### src/rtl/irq_timer_ctrl.sv
// irq_timer_ctrl: memory-mapped interrupt controller with an integrated reload timer.
// Source 0 is the internal timer overflow; sources 1..NSRC-1 are external,
// rising-edge sensitive requests. Drives the CPU interrupt request and records
// the cause of each taken interrupt.
module irq_timer_ctrl #(
  parameter int unsigned NSRC = 4,
  parameter logic [31:0] BASE = 32'h4000_0000
) (
  input  logic            clk,
  input  logic            reset,       // asynchronous, active low
  input  logic [31:0]     addr,
  input  logic [31:0]     wdata,
  input  logic            MemWr,
  input  logic            MemRd,
  output logic [31:0]     rdata,       // combinational, 0 when not selected
  output logic            hit,         // combinational address decode
  input  logic [NSRC-2:0] irq_in,
  input  logic            super_mode,  // CPU kernel-mode flag (PC[31])
  output logic            IRQsig
);

  localparam int unsigned CW       = $clog2(NSRC + 1);
  localparam logic [31:0] WIN_SIZE = 32'h18;
  localparam logic [31:0] TL_MAX   = 32'hFFFF_FFFF;

  localparam logic [2:0] REG_TH    = 3'd0;
  localparam logic [2:0] REG_TL    = 3'd1;
  localparam logic [2:0] REG_TCON  = 3'd2;
  localparam logic [2:0] REG_IEN   = 3'd3;
  localparam logic [2:0] REG_IPEND = 3'd4;
  localparam logic [2:0] REG_CAUSE = 3'd5;

  logic [31:0]     offset;
  logic [2:0]      reg_sel;
  logic            wr_en;
  logic            wr_th, wr_tl, wr_tcon, wr_ien, wr_ipend;

  logic [31:0]     th;
  logic [31:0]     tl;
  logic            run;
  logic [NSRC-1:0] ien;
  logic [NSRC-1:0] pend;
  logic [CW-1:0]   cause;

  logic [NSRC-2:0] irq_smp;
  logic [NSRC-2:0] irq_prev;
  logic [NSRC-2:0] irq_rise;

  logic            ovf;
  logic [NSRC-1:0] pend_set;
  logic [NSRC-1:0] pend_clr;
  logic [NSRC-1:0] active;
  logic [CW-1:0]   take_cause;
  logic            take;

  // Window decode: word-aligned offsets 0x00..0x14 above BASE
  always_comb begin
    offset  = addr - BASE;
    hit     = (offset < WIN_SIZE) && (offset[1:0] == 2'b00);
    reg_sel = offset[4:2];
  end

  // Register write strobes
  always_comb begin
    wr_en    = MemWr && hit;
    wr_th    = wr_en && (reg_sel == REG_TH);
    wr_tl    = wr_en && (reg_sel == REG_TL);
    wr_tcon  = wr_en && (reg_sel == REG_TCON);
    wr_ien   = wr_en && (reg_sel == REG_IEN);
    wr_ipend = wr_en && (reg_sel == REG_IPEND);
  end

  // Combinational read mux
  always_comb begin
    rdata = '0;
    if (MemRd && hit) begin
      case (reg_sel)
        REG_TH:    rdata = th;
        REG_TL:    rdata = tl;
        REG_TCON:  rdata = {31'd0, run};
        REG_IEN:   rdata = 32'(ien);
        REG_IPEND: rdata = 32'(pend);
        REG_CAUSE: rdata = 32'(cause);
        default:   rdata = '0;
      endcase
    end
  end

  // Timer overflow only when the counter really wraps (a TL write overrides it)
  always_comb begin
    ovf = run && (tl == TL_MAX) && !wr_tl;
  end

  // Edge detect on the registered external samples
  always_comb begin
    irq_rise = irq_smp & ~irq_prev;
  end

  // Pending set/clear vectors; set beats a simultaneous write-1-to-clear
  always_comb begin
    pend_set = {irq_rise, ovf};
    pend_clr = wr_ipend ? wdata[NSRC-1:0] : '0;
    active   = pend & ien;
  end

  // Lowest-numbered active source wins; 0 means nothing active
  always_comb begin
    take_cause = '0;
    for (int i = int'(NSRC) - 1; i >= 0; i--) begin
      if (active[i]) take_cause = CW'(i + 1);
    end
  end

  // Take event: CPU vectors when the request is seen in user mode
  always_comb begin
    take = IRQsig && !super_mode;
  end

  // Timer registers
  always_ff @(posedge clk or negedge reset) begin
    if (!reset) begin
      th  <= '0;
      tl  <= '0;
      run <= 1'b0;
    end else begin
      if (wr_th)   th  <= wdata;
      if (wr_tcon) run <= wdata[0];
      if (wr_tl) begin
        tl <= wdata;
      end else if (run) begin
        tl <= (tl == TL_MAX) ? th : tl + 32'd1;
      end
    end
  end

  // Enable, pending and cause registers
  always_ff @(posedge clk or negedge reset) begin
    if (!reset) begin
      ien   <= '0;
      pend  <= '0;
      cause <= '0;
    end else begin
      if (wr_ien) ien <= wdata[NSRC-1:0];
      pend <= (pend & ~pend_clr) | pend_set;
      if (take) cause <= take_cause;
    end
  end

  // External request sampling and edge-detect history
  always_ff @(posedge clk or negedge reset) begin
    if (!reset) begin
      irq_smp  <= '0;
      irq_prev <= '0;
    end else begin
      irq_smp  <= irq_in;
      irq_prev <= irq_smp;
    end
  end

  // Registered interrupt request, masked in kernel mode
  always_ff @(posedge clk or negedge reset) begin
    if (!reset) begin
      IRQsig <= 1'b0;
    end else begin
      IRQsig <= (|active) && !super_mode;
    end
  end

endmodule

### config.mk
export PLATFORM = sky130hd
export DESIGN_NAME = irq_timer_ctrl
export DESIGN_NICKNAME = d
export VERILOG_FILES = /design/src/rtl/irq_timer_ctrl.sv
export SDC_FILE = /design/constraint.sdc
export NUM_CORES = 1
export LEC_CHECK = 0
export BUFFER_PORTS_ARGS = -buffer_cell sky130_fd_sc_hd__clkbuf_2
export CORE_MARGIN = 3
export CORE_UTILIZATION = 40
export DETAILED_ROUTE_END_ITERATION = 10
export HOLD_SLACK_MARGIN = 0.03
export MAX_ROUTING_LAYER = met4
export SETUP_SLACK_MARGIN = 0.05
export SYNTH_ARGS = -nofsm -noshare
export SYNTH_HDL_FRONTEND = slang
export SYNTH_SLANG_ARGS = --single-unit
export TNS_END_PERCENT = 50
### constraint.sdc
create_clock -name clk -period 2.9 [get_ports clk]
set_clock_uncertainty 0.2 [all_clocks]
set_input_delay 0.145 -clock clk [delete_from_list [all_inputs] [get_ports clk]]
set_output_delay 0.145 -clock clk [all_outputs]
set_load 0.02 [all_outputs]
* After elaboration in Yosys (flattened, before gate mapping)
Cells that the tools add are included.
** Operators by class
- Reduce and logical (&&, ||, !) cells :: 18
- Multiplexer cells :: 10
- Bitwise logic cells :: 6
- Order comparisons :: 1
- Add/subtract/negate cells :: 2
- Equal/unequal tests :: 6
** Operator list (number)
- $pmux 32 s6 :: 1
- $mux 32 :: 4
- $add 32x1->32 const B :: 1
- $eq 32x32->1 const B :: 1
- $lt 32x5->1 const B :: 1
- $sub 32x31->32 const B :: 1
- $logic_and 1x1->1 :: 12
- $mux 3 :: 4
- $and 4x4->4 :: 2
- $eq 3x2->1 const B :: 2
- $eq 3x3->1 const B :: 2
- $mux 4 :: 1
- $not 4->4 :: 1
- $or 4x4->4 :: 1
- $reduce_or 4->1 :: 1
- $and 3x3->3 :: 1
- $eq 3x1->1 const B :: 1
- $logic_not 3->1 :: 1
- $not 3->3 :: 1
- $logic_not 1->1 :: 2
- $logic_not 2->1 :: 1
- $reduce_bool 2->1 :: 1
** Word-level totals
- Input port bits :: 72
- Word-level logic and storage cells :: 52
- Register bits :: 83

* Logic depth before layout (Yosys ltp)
Gate-level depths: netlist of run 1.
- Depth after elaboration :: 9
- Mapped depth :: 8
- Gate-level depth less buffers :: 7

* Worst setup path after synthesis of run 1
No wires, ideal clock.
- Path type :: reg-to-reg
- From :: reg tl[0]
- To :: reg tl[4]
- Path buffers :: 1
- Clock period less this slack :: 2.274 ns
- Path slack :: 0.626 ns
- Cell stages (with the launch flop) :: 9
- Arrival time :: 2.011 ns
- Library setup time :: 0.064 ns
- Cell sequence :: dfrtp_1 -> ha_1 -> nand3_4 -> or4_4 -> buf_6 -> nor3_4 -> a21oi_2 -> nor3_2 -> a21o_1
** Between the ends
- Cells in the longest elaborated chain, start to end :: 4
** Ends and longest elaborated chain
- start: declaration :: line 39 : logic [31:0] tl;
- start signal: assignment :: line 129 : tl <= wdata;
- start signal: assignment :: line 131 : tl <= (tl == TL_MAX) ? th : tl + 32'd1;
- $add 32x1->32 / $eq 32x32->1 (equally long branches) :: line 131
- $mux 32 (*) :: line 131
- $mux 32 (*) :: line 130 : end else if (run) begin
- $mux 32 (*) :: line 128 : if (wr_tl) begin
Mark *: on every way between the ends. The rest lies on a longest branch, timed or not. The select of a mux whose other input is x is not followed.
A chain may end at the register's enable or synchronous reset.

* Worst setup path in the final report of run 1
- From :: reg tl[0]
- To :: reg tl[1]
The elaborated chain is that of the path after synthesis.

==> results of run 1 <==
## how the worst max path moves through the flow
stage               startpoint      to  slack, ps  cells past startpoint
floorplan                tl[0]   tl[4]        630                      8
global placement         tl[0]   tl[1]        520                      7
detailed placement       tl[0]   tl[1]        450                      7
CTS                      tl[0]   tl[1]        430                      7
global route             tl[0]  tl[16]        220                      7
finish                   tl[0]   tl[1]        420                      7
## per-layer routing
layer	share of wire, %	track usage, %	up-vias
li1	-	-	2230
met1	44	27.3	2316
met2	49	34.8	144
met3	5.5	5.84	22
met4	1.4	6.15	0
met5	0	-	-
## flip-flops by register name, summed over array words and instances, names as in the netlist
signal	cells
IRQsig	1
cause	3
ien	4
irq_prev	3
irq_smp	3
pend	4
run	1
th	32
tl	32
## area by class of cell
type	count	area [um2]	area share, %
repair buffers	156	1030	16.1
clock inverters	7	77.6	1.21
well taps	168	210	3.28
flip-flops and latches	83	2080	32.4
inverters	10	37.5	0.586
multi-input cells	400	2750	42.9
clock buffers	9	225	3.52
## kinds of logic (layout without fill, tap and decap cells)
kind of cell / Yosys count / count (layout) / synth area share [%]
multiplexers: 45 / 45 / 10.4
AO/OA/AOI/OAI: 133 / 133 / 18.0
flip-flops: 83 / 83 / 41.2
buffers and inverters: 47 / 182 / 4.54
adder cells (fa/ha/maj): 1 / 1 / 0.248
AND/OR/NAND/NOR: 204 / 204 / 22.7
XOR/XNOR: 17 / 17 / 2.95
## per-stage QoR
step,setup WS [ps],area (um2),total power [mW]
after floorplan,626,5040,1.22
after global placement,517,5730,1.32
after detailed placement,451,5730,1.32
after CTS,434,6400,2.55
after global routing,219,6400,2.61
final,422,6400,2.52
## placed cells by master, fill, tap and decap left out, types with 11 or more instances in the layout
cell	count
sky130_fd_sc_hd__and3_1	11
sky130_fd_sc_hd__a22oi_1	32
sky130_fd_sc_hd__a21oi_1	31
sky130_fd_sc_hd__dlygate4sd3_1	37
sky130_fd_sc_hd__nand2_1	47
sky130_fd_sc_hd__buf_4	13
sky130_fd_sc_hd__nand3_1	12
sky130_fd_sc_hd__mux2_1	30
sky130_fd_sc_hd__nor2_1	64
sky130_fd_sc_hd__o211ai_1	12
sky130_fd_sc_hd__nor4_1	11
sky130_fd_sc_hd__a31oi_1	12
sky130_fd_sc_hd__clkbuf_2	104
sky130_fd_sc_hd__dfrtp_1	83
## worst register-to-register path, delay by kind of cell, from the launching register on
| kind | cells | cell delay (ps) |
|---|---|---|
| adders and majority gates | 1 | 290 |
| and+or+nand+nor | 3 | 1090 |
| AOI/OAI and AO/OA | 3 | 310 |
| DFF | 1 | 460 |
## power by group through the flow
stage	sequential [mW]	clock (mW)	combinational, mW
after floorplan	1.18	0	0.0344
after global placement	1.18	0	0.134
after detailed placement	1.19	0	0.136
after CTS	1.16	1.21	0.176
after global routing	1.16	1.25	0.192
final	1.16	1.18	0.173
==> run metrics, run 1 <==
unrepaired setup endpoints after global routing false; Yosys Warn Count 0; post-cts gate resize count 0; Crit path buffers/inverters 0; Die W between 100 and 150 um; GRT Total Usage 21.8%; Finished Layout Cells between 800 and 900; most instantiated cells after synthesis sky130_fd_sc_hd__dfrtp_1, sky130_fd_sc_hd__nor2_1, sky130_fd_sc_hd__nand2_1; maximum number of pins on one net before global-route repair 84; count of flip-flops with a built-in enable after synthesis 0; Worst EP arrival roughly 2500 ps; total setup buffers inserted after CTS 0; Psw around 0.60 mW; Placed Cells incl. Taps between 700 and 800; maximum single-stage delay on the critical path around 640 ps; clock sink count 83; number of ports placed on the die boundary 106; TritonCTS clock tree done; routed via count 4712; Worst Tran Pin Value approximately 810 ps; cell type contributing the most total cell area after synthesis sky130_fd_sc_hd__dfrtp_1; Comb pwr share under 10%; clock buffer depth 2; Setup Crit Path Kind reg -> reg; Hold Path End run; Reg-to-Reg End tl[1]; power per standard cell area slightly below 400 nW/um2; crit path max fanout 7; netlist area before placement 5040 um2; net total in the final layout between 700 and 800; Synth Instances 530; # port buffers around 110; height of the die between 100 and 150 um; standard cell core area around 12000 um2; nature of the critical path endpoint flip-flop; Post-Syn Area per Cell ~9.5 um2; R2R Setup Slk 420 ps; via count normalized by instance count 5.66; initial standard-cell utilization of the core around 41%; leak pwr 2.83 nW; worst r2r path cells 7; fraction of power consumed by the clock network between 40 and 50%; Clock Root Buffer sky130_fd_sc_hd__clkbuf_16; path class of the lowest-slack min-delay path in -> reg; Max Cap Viol 0; Clock Pin Slew Worst Setup and Hold Paths ~70 ps; wire length of the first global-routing pass ~24 mm; WL/cell approximately 17 um; period utilisation layout around 85%; global placer's final weighted congestion ~0.86; total congestion overflow 0; switching power share of the total 23.7%; async set-reset flop share out of synthesis between 90% and 100%; DRC marker count from the first detailed-route iteration 288; number of placement rows 40; worst hold-check slack 72.8 ps; final antenna diode count 0; critical path cell sequence ha_1, nand3_4, or4_4, nor3_4, a31oi_1, o31ai_1, o21ai_1; most common cell in the synthesized netlist sky130_fd_sc_hd__dfrtp_1; hold path startpoint MemWr; vias in the first global route 4804; Die Footprint 14000 um2; first-pass iteration count of the detailed router 5; utilization after layout between 50% and 60%; cell with the largest stage delay on the worst path sky130_fd_sc_hd__or4_4; main flop type after synthesis sky130_fd_sc_hd__dfrtp_1; top achievable clock speed 404 MHz; Syn-to-layout area delta 27.0%; Routed Wire Length about 14 mm; Worst Path Required 2920 ps; number of inserted filler cells in the final layout 1155; total setup violations reported at the end of the flow 0; sort of element at the start of the critical path flip-flop; internal power consumption about 1.9 mW; fraction of final layout cells with drive strength greater than 1 between 20 and 30%; flip-flop and latch count after synthesis 83; Num CTS Buffers 9; worst slew margin relative to its limit 45.9%; portion of total power attributed to sequential cells between 40% and 50%; later-pin clock latency in the skew report around 350 ps; post-synth top area share around 41%; Total Neg Setup Slack 0 ps; initial antenna violation count 0; largest vdd supply drop 0.000533 V; Hold Path Depth 4; DRC errors left 0; Unique masters post-synth 65; result of the run finished, final reports clean; ranking of synthesized cells by area sky130_fd_sc_hd__dfrtp_1, sky130_fd_sc_hd__mux2_1, sky130_fd_sc_hd__a22oi_1; CP top delay family simple AND/OR/NAND/NOR gates; count of pins over their slew limit 0; cts-stage hold buffer count 37; remaining antenna violation count after routing 0; net count of the mapped netlist ~600; detailed-placement wirelength estimate 9.74 mm; # H-tree levels 3; post-layout minimum cycle time roughly 2500 ps; final hold vios 0; startpoint of the lowest-slack register-to-register path tl[0]; sequential share of the synthesized area between 40% and 50%
Note: power is estimated with default switching activity, not from simulation.
==> run 2: changes to the inputs <==
Settings changed: CORE_MARGIN 3 to 5.
==> run metrics, run 2 (synthesis gave the netlist of run 1 again) <==
later-pin clock latency in the skew report 350 ps (about the same); WL/cell 17.3 um (was 17.2 um); total routed wire length on the met1 layer 6.32 mm (was 6.29 mm); clock sink count 83 (unchanged); leak pwr 2.83 nW (about the same); path class of the lowest-slack min-delay path in -> reg (unchanged); Clock Pin Slew Worst Setup and Hold Paths 60 ps (was 70 ps); multi-input gate area in the final layout 2750 um2 (unchanged); top achievable clock speed 395 MHz (was 404 MHz); Die W 122 um (was 118 um); final antenna diode count 0 (unchanged); via count normalized by instance count 5.60 (was 5.66); power per standard cell area 392 nW/um2 (was 393 nW/um2); Worst EP arrival 2610 ps (was 2500 ps); Reg-to-Reg End tl[3] (was tl[1]); net total in the final layout 732 (was 733); DRC errors left 0 (unchanged); leading cell type in the layout, fill and taps excluded sky130_fd_sc_hd__clkbuf_2 (unchanged); detailed-placement wirelength estimate 9.95 mm (was 9.74 mm); initial antenna violation count 0 (unchanged); Total Neg Setup Slack 0 ps (unchanged); maximum number of pins on one net before global-route repair 84 (unchanged); total congestion overflow 0 (unchanged); GRT Total Usage 20.6% (was 21.8%); Routed Wire Length 14.5 mm (was 14.4 mm); hold path startpoint MemWr (unchanged); worst slew margin relative to its limit 28.2% (was 45.9%); # port buffers 105 (unchanged); first-pass iteration count of the detailed router 5 (unchanged); count of pins over their slew limit 0 (unchanged); routed via count 4679 (was 4712); met2 wire len 7.40 mm (was 7.08 mm); Hold Path Depth 4 (unchanged); number of inserted filler cells in the final layout 1237 (was 1155); storage element area 2080 um2 (unchanged); largest registers th x32, tl x32 (unchanged); R2R Setup Slk 370 ps (was 420 ps); initial standard-cell utilization of the core 40.3% (was 41.5%); sort of element at the start of the critical path flip-flop (unchanged); clock buffer depth 2 (unchanged); worst r2r path cells 8 (was 7); number of ports placed on the die boundary 106 (unchanged); TritonCTS clock tree done (unchanged); crit path max fanout 10 (was 7); nature of the critical path endpoint flip-flop (unchanged); DRC marker count from the first detailed-route iteration 272 (was 288); standard cell core area 12500 um2 (was 12200 um2); Clock Root Buffer sky130_fd_sc_hd__clkbuf_16 (unchanged); uppermost metal layer occupied by signal nets met4 (unchanged); Max Cap Viol 0 (unchanged); unrepaired setup endpoints after global routing false (unchanged); total setup buffers inserted after CTS 0 (unchanged); Die Footprint 15000 um2 (was 14000 um2); total setup violations reported at the end of the flow 0 (unchanged); Num CTS Buffers 9 (unchanged); top library cells by usage in the layout, fill and taps aside sky130_fd_sc_hd__clkbuf_2, sky130_fd_sc_hd__dfrtp_1, sky130_fd_sc_hd__nor2_1, sky130_fd_sc_hd__nand2_1, sky130_fd_sc_hd__dlygate4sd3_1 (unchanged); largest vdd supply drop 0.000342 V (was 0.000533 V); Hold Path End run (unchanged); wire length of the first global-routing pass 23.9 mm (was 24.4 mm); # H-tree levels 3 (unchanged); height of the die 122 um (was 118 um); Setup Crit Path Kind reg -> reg (unchanged); final hold vios 0 (unchanged); global placer's final weighted congestion 0.888 (was 0.856); Syn-to-layout area delta 26.4% (was 27.0%); post-layout minimum cycle time 2530 ps (was 2480 ps); Worst Path Required 2970 ps (was 2920 ps); Finished Layout Cells 836 (was 833); vias in the first global route 4714 (was 4804); remaining antenna violation count after routing 0 (unchanged); met3 layer wire length in the routed design 563 um (was 784 um); fraction of final layout cells with drive strength greater than 1 25.8% (was 25.9%); Worst Tran Pin Value 1080 ps (was 810 ps); number of placement rows 41 (was 40); result of the run finished, final reports clean (unchanged); Placed Cells incl. Taps 783 (was 780); startpoint of the lowest-slack register-to-register path tl[0] (unchanged); period utilisation layout 87.4% (was 85.5%)
## run 2: how the worst max path moves through the flow
stage,startpoint,end,slack [ps],cells after the start
finish,tl[0],tl[3],370,8
global route,tl[1],tl[3],140,8
CTS,tl[1],tl[3],340,8
detailed placement,tl[0],tl[3],380,8
global placement,tl[1],tl[3],470,8
floorplan,tl[0],tl[4],630,8
## run 2: report_power, final
| group | switching (mW) | internal, mW |
|---|---|---|
| combinational | 0.0822 | 0.0837 |
| sequential | 0.00150 | 1.16 |
| clock | 0.481 | 0.690 |
| total | 0.565 | 1.94 |
## run 2: layer usage
layer / global-route usage (%) / vias up
met5: - / -
met4: 6.72 / 0
met3: 3.69 / 15
met2: 34.3 / 126
met1: 25.6 / 2319
li1: - / 2219
## run 2: per-stage QoR
stage                     total power [mW]  hold slack [ps]  area, um2  worst slack (ps)  utilization, %
final                                 2.50             87.0       6380               366            51.0
after detailed placement              1.31             55.5       5700               377            45.6
after CTS                             2.53             68.6       6380               344            51.0
after global routing                  2.59              107       6380               142            51.0
after floorplan                       1.22             -351       5040               626               -
after global placement                1.31             55.4       5700               471            45.6
## run 2: cell type report
type                    count  share of cell area [%]
multi-input cells         400                    43.1
flip-flops and latches     83                    32.6
repair buffers            155                    15.6
clock buffers              10                    3.75
well taps                 172                    3.37
clock inverters             6                    1.02
inverters                  10                   0.588
## run 2: timing repair
action,4_1_cts,5_1_grt
resized for setup,0,0
hold buffers,37,0
hold endpoints to repair,162,0
## run 2: critical path, cell delays in order (launching register included)
cell	delay (ps)
sky130_fd_sc_hd__dfrtp_1	450
sky130_fd_sc_hd__ha_1	280
sky130_fd_sc_hd__nand3_4	150
sky130_fd_sc_hd__nor4_4	470
sky130_fd_sc_hd__nand3_2	290
sky130_fd_sc_hd__buf_4	260
sky130_fd_sc_hd__o21ai_0	80
sky130_fd_sc_hd__o211ai_1	110
sky130_fd_sc_hd__a21oi_1	150
==> run 3: changes to the inputs <==
Settings changed: PLACE_DENSITY from default to 0.63, SKIP_LAST_GASP from default to 1.
==> run metrics, run 3 (synthesis gave the netlist of run 1 again) <==
Syn-to-layout area delta 26.6% (was 26.4%); clock sink count 83 (unchanged); utilization after layout 51.0% (about the same); total setup buffers inserted after CTS 0 (unchanged); routed via count 4767 (was 4679); vias in the first global route 4727 (was 4714); top achievable clock speed 387 MHz (was 395 MHz); via count normalized by instance count 5.69 (was 5.60); initial standard-cell utilization of the core 40.3% (unchanged); Routed Wire Length 14.8 mm (was 14.5 mm); number of ports placed on the die boundary 106 (unchanged); maximum number of pins on one net before global-route repair 84 (unchanged); result of the run finished, final reports clean (unchanged); total congestion overflow 0 (unchanged); unrepaired setup endpoints after global routing false (unchanged); final hold vios 0 (unchanged); Worst EP arrival 2660 ps (was 2610 ps); cell with the largest stage delay on the worst path sky130_fd_sc_hd__dfrtp_1 (was sky130_fd_sc_hd__nor4_4); worst setup path endpoint tl[3] (unchanged); Crit path buffers/inverters 1 (unchanged); clock buffer depth 2 (unchanged); period utilisation layout 89.1% (was 87.4%); maximum single-stage delay on the critical path 460 ps (was 470 ps); Clock Root Buffer sky130_fd_sc_hd__clkbuf_16 (unchanged); crit path max fanout 10 (unchanged); startpoint of the lowest-slack register-to-register path tl[1] (was tl[0]); GRT Total Usage 20.8% (was 20.6%); Setup Crit Path Kind reg -> reg (unchanged); DRC errors left 0 (unchanged); path class of the lowest-slack min-delay path in -> reg (unchanged); TritonCTS clock tree done (unchanged); post-cts gate resize count 0 (unchanged); first-pass iteration count of the detailed router 5 (unchanged); global placer's final weighted congestion 0.849 (was 0.888); count of pins over their slew limit 0 (unchanged); R2R Setup Slk 320 ps (was 370 ps); CP top delay family simple AND/OR/NAND/NOR gates (unchanged); worst r2r path cells 8 (unchanged); DRC marker count from the first detailed-route iteration 271 (was 272); wire length of the first global-routing pass 24.0 mm (was 23.9 mm); final antenna diode count 0 (unchanged); power per standard cell area 391 nW/um2 (was 392 nW/um2); Max Cap Viol 0 (unchanged); fraction of final layout cells with drive strength greater than 1 25.8% (about the same); nature of the critical path endpoint flip-flop (unchanged); # port buffers 105 (unchanged); Num CTS Buffers 9 (unchanged); remaining antenna violation count after routing 0 (unchanged); largest vdd supply drop 0.000422 V (was 0.000342 V); number of placement rows 41 (unchanged); Die Footprint 15000 um2 (unchanged); Clock Pin Slew Worst Setup and Hold Paths 60 ps (about the same); WL/cell 17.6 um (was 17.3 um); largest registers th x32, tl x32 (unchanged); CP startpoint tl[1] (was tl[0]); leading cell type in the layout, fill and taps excluded sky130_fd_sc_hd__clkbuf_2 (unchanged); later-pin clock latency in the skew report 360 ps (was 350 ps); Worst Tran Pin Value 1080 ps (about the same); leak pwr 2.83 nW (about the same); Worst Path Required 2980 ps (was 2970 ps); worst slew margin relative to its limit 28.1% (was 28.2%); critical path cell sequence ha_1, nand3_4, nor4_4, nand3_2, buf_4, o21ai_0, o211ai_1, a21oi_1 (unchanged); total setup violations reported at the end of the flow 0 (unchanged); post-layout minimum cycle time 2580 ps (was 2530 ps); top library cells by usage in the layout, fill and taps aside sky130_fd_sc_hd__clkbuf_2, sky130_fd_sc_hd__dfrtp_1, sky130_fd_sc_hd__nor2_1, sky130_fd_sc_hd__nand2_1, sky130_fd_sc_hd__dlygate4sd3_1 (unchanged); sort of element at the start of the critical path flip-flop (unchanged); detailed-placement wirelength estimate 10.2 mm (was 9.95 mm); # H-tree levels 3 (unchanged); Reg-to-Reg End tl[3] (unchanged); Finished Layout Cells 838 (was 836); initial antenna violation count 0 (unchanged); height of the die 122 um (unchanged); Die W 122 um (unchanged); net total in the final layout 734 (was 732); standard cell core area 12500 um2 (unchanged); Placed Cells incl. Taps 785 (was 783); Total Neg Setup Slack 0 ps (unchanged); number of cells on the critical path 8 (unchanged)
[run 3: layout make-up]
| type | count | area [um2] |
|---|---|---|
| tap | 172 | 215 |
| multi-input combinational | 400 | 2750 |
| sequential | 83 | 2080 |
| clock inverter | 6 | 66.3 |
| inverter | 10 | 37.5 |
| clock buffer | 10 | 229 |
| fill | 1213 | 6130 |
| timing repair buffer | 157 | 1010 |
[run 3: timing repair]
item / in CTS / in global routing
hold buffers: 37 / 0
endpoints found under the setup margin: 0 / 0
hold endpoints to repair: 160 / 0
[run 3: report_power, final]
| part | switching, mW | internal [mW] | total (mW) | leakage (nW) |
|---|---|---|---|---|
| combinational | 0.0847 | 0.0854 | 0.170 | 1.71 |
| clock | 0.496 | 0.667 | 1.16 | 0.135 |
| sequential | 0.00145 | 1.16 | 1.16 | 0.984 |
| total | 0.582 | 1.91 | 2.50 | 2.83 |
[run 3: routing by layer]
metal	global-route usage [%]	part of all wire [%]	vias to the layer above
met5	-	0	-
met4	5.32	1.2	0
met3	4.65	5.5	22
met2	33.8	50	166
met1	26.6	44	2338
li1	-	-	2241
[run 3: per-stage QoR]
| step | power, mW | area [um2] | setup slack, ps | hold slack [ps] |
|---|---|---|---|---|
| after floorplan | 1.22 | 5040 | 626 | -351 |
| after global placement | 1.32 | 5720 | 499 | 54.0 |
| after detailed placement | 1.32 | 5720 | 343 | 54.7 |
| after CTS | 2.52 | 6380 | 339 | 86.2 |
| after global routing | 2.58 | 6380 | 126 | 124 |
| final | 2.50 | 6380 | 317 | 92.1 |
[run 3: worst min path at each step]
stage	from	endpoint	slack (ps)	depth (start not counted)
detailed placement	irq_in[0]	irq_smp[0]	50	1
global route	MemWr	run	120	4
global placement	irq_in[0]	irq_smp[0]	50	1
finish	MemWr	run	90	4
CTS	MemWr	run	90	4
floorplan	reset	IRQsig	-350	0
[run 3: worst min-delay path, stage by stage]
cell                       delay (ps)
sky130_fd_sc_hd__clkbuf_2         140
sky130_fd_sc_hd__nand2_1           70
sky130_fd_sc_hd__nor4_1            40
sky130_fd_sc_hd__mux2_2           210
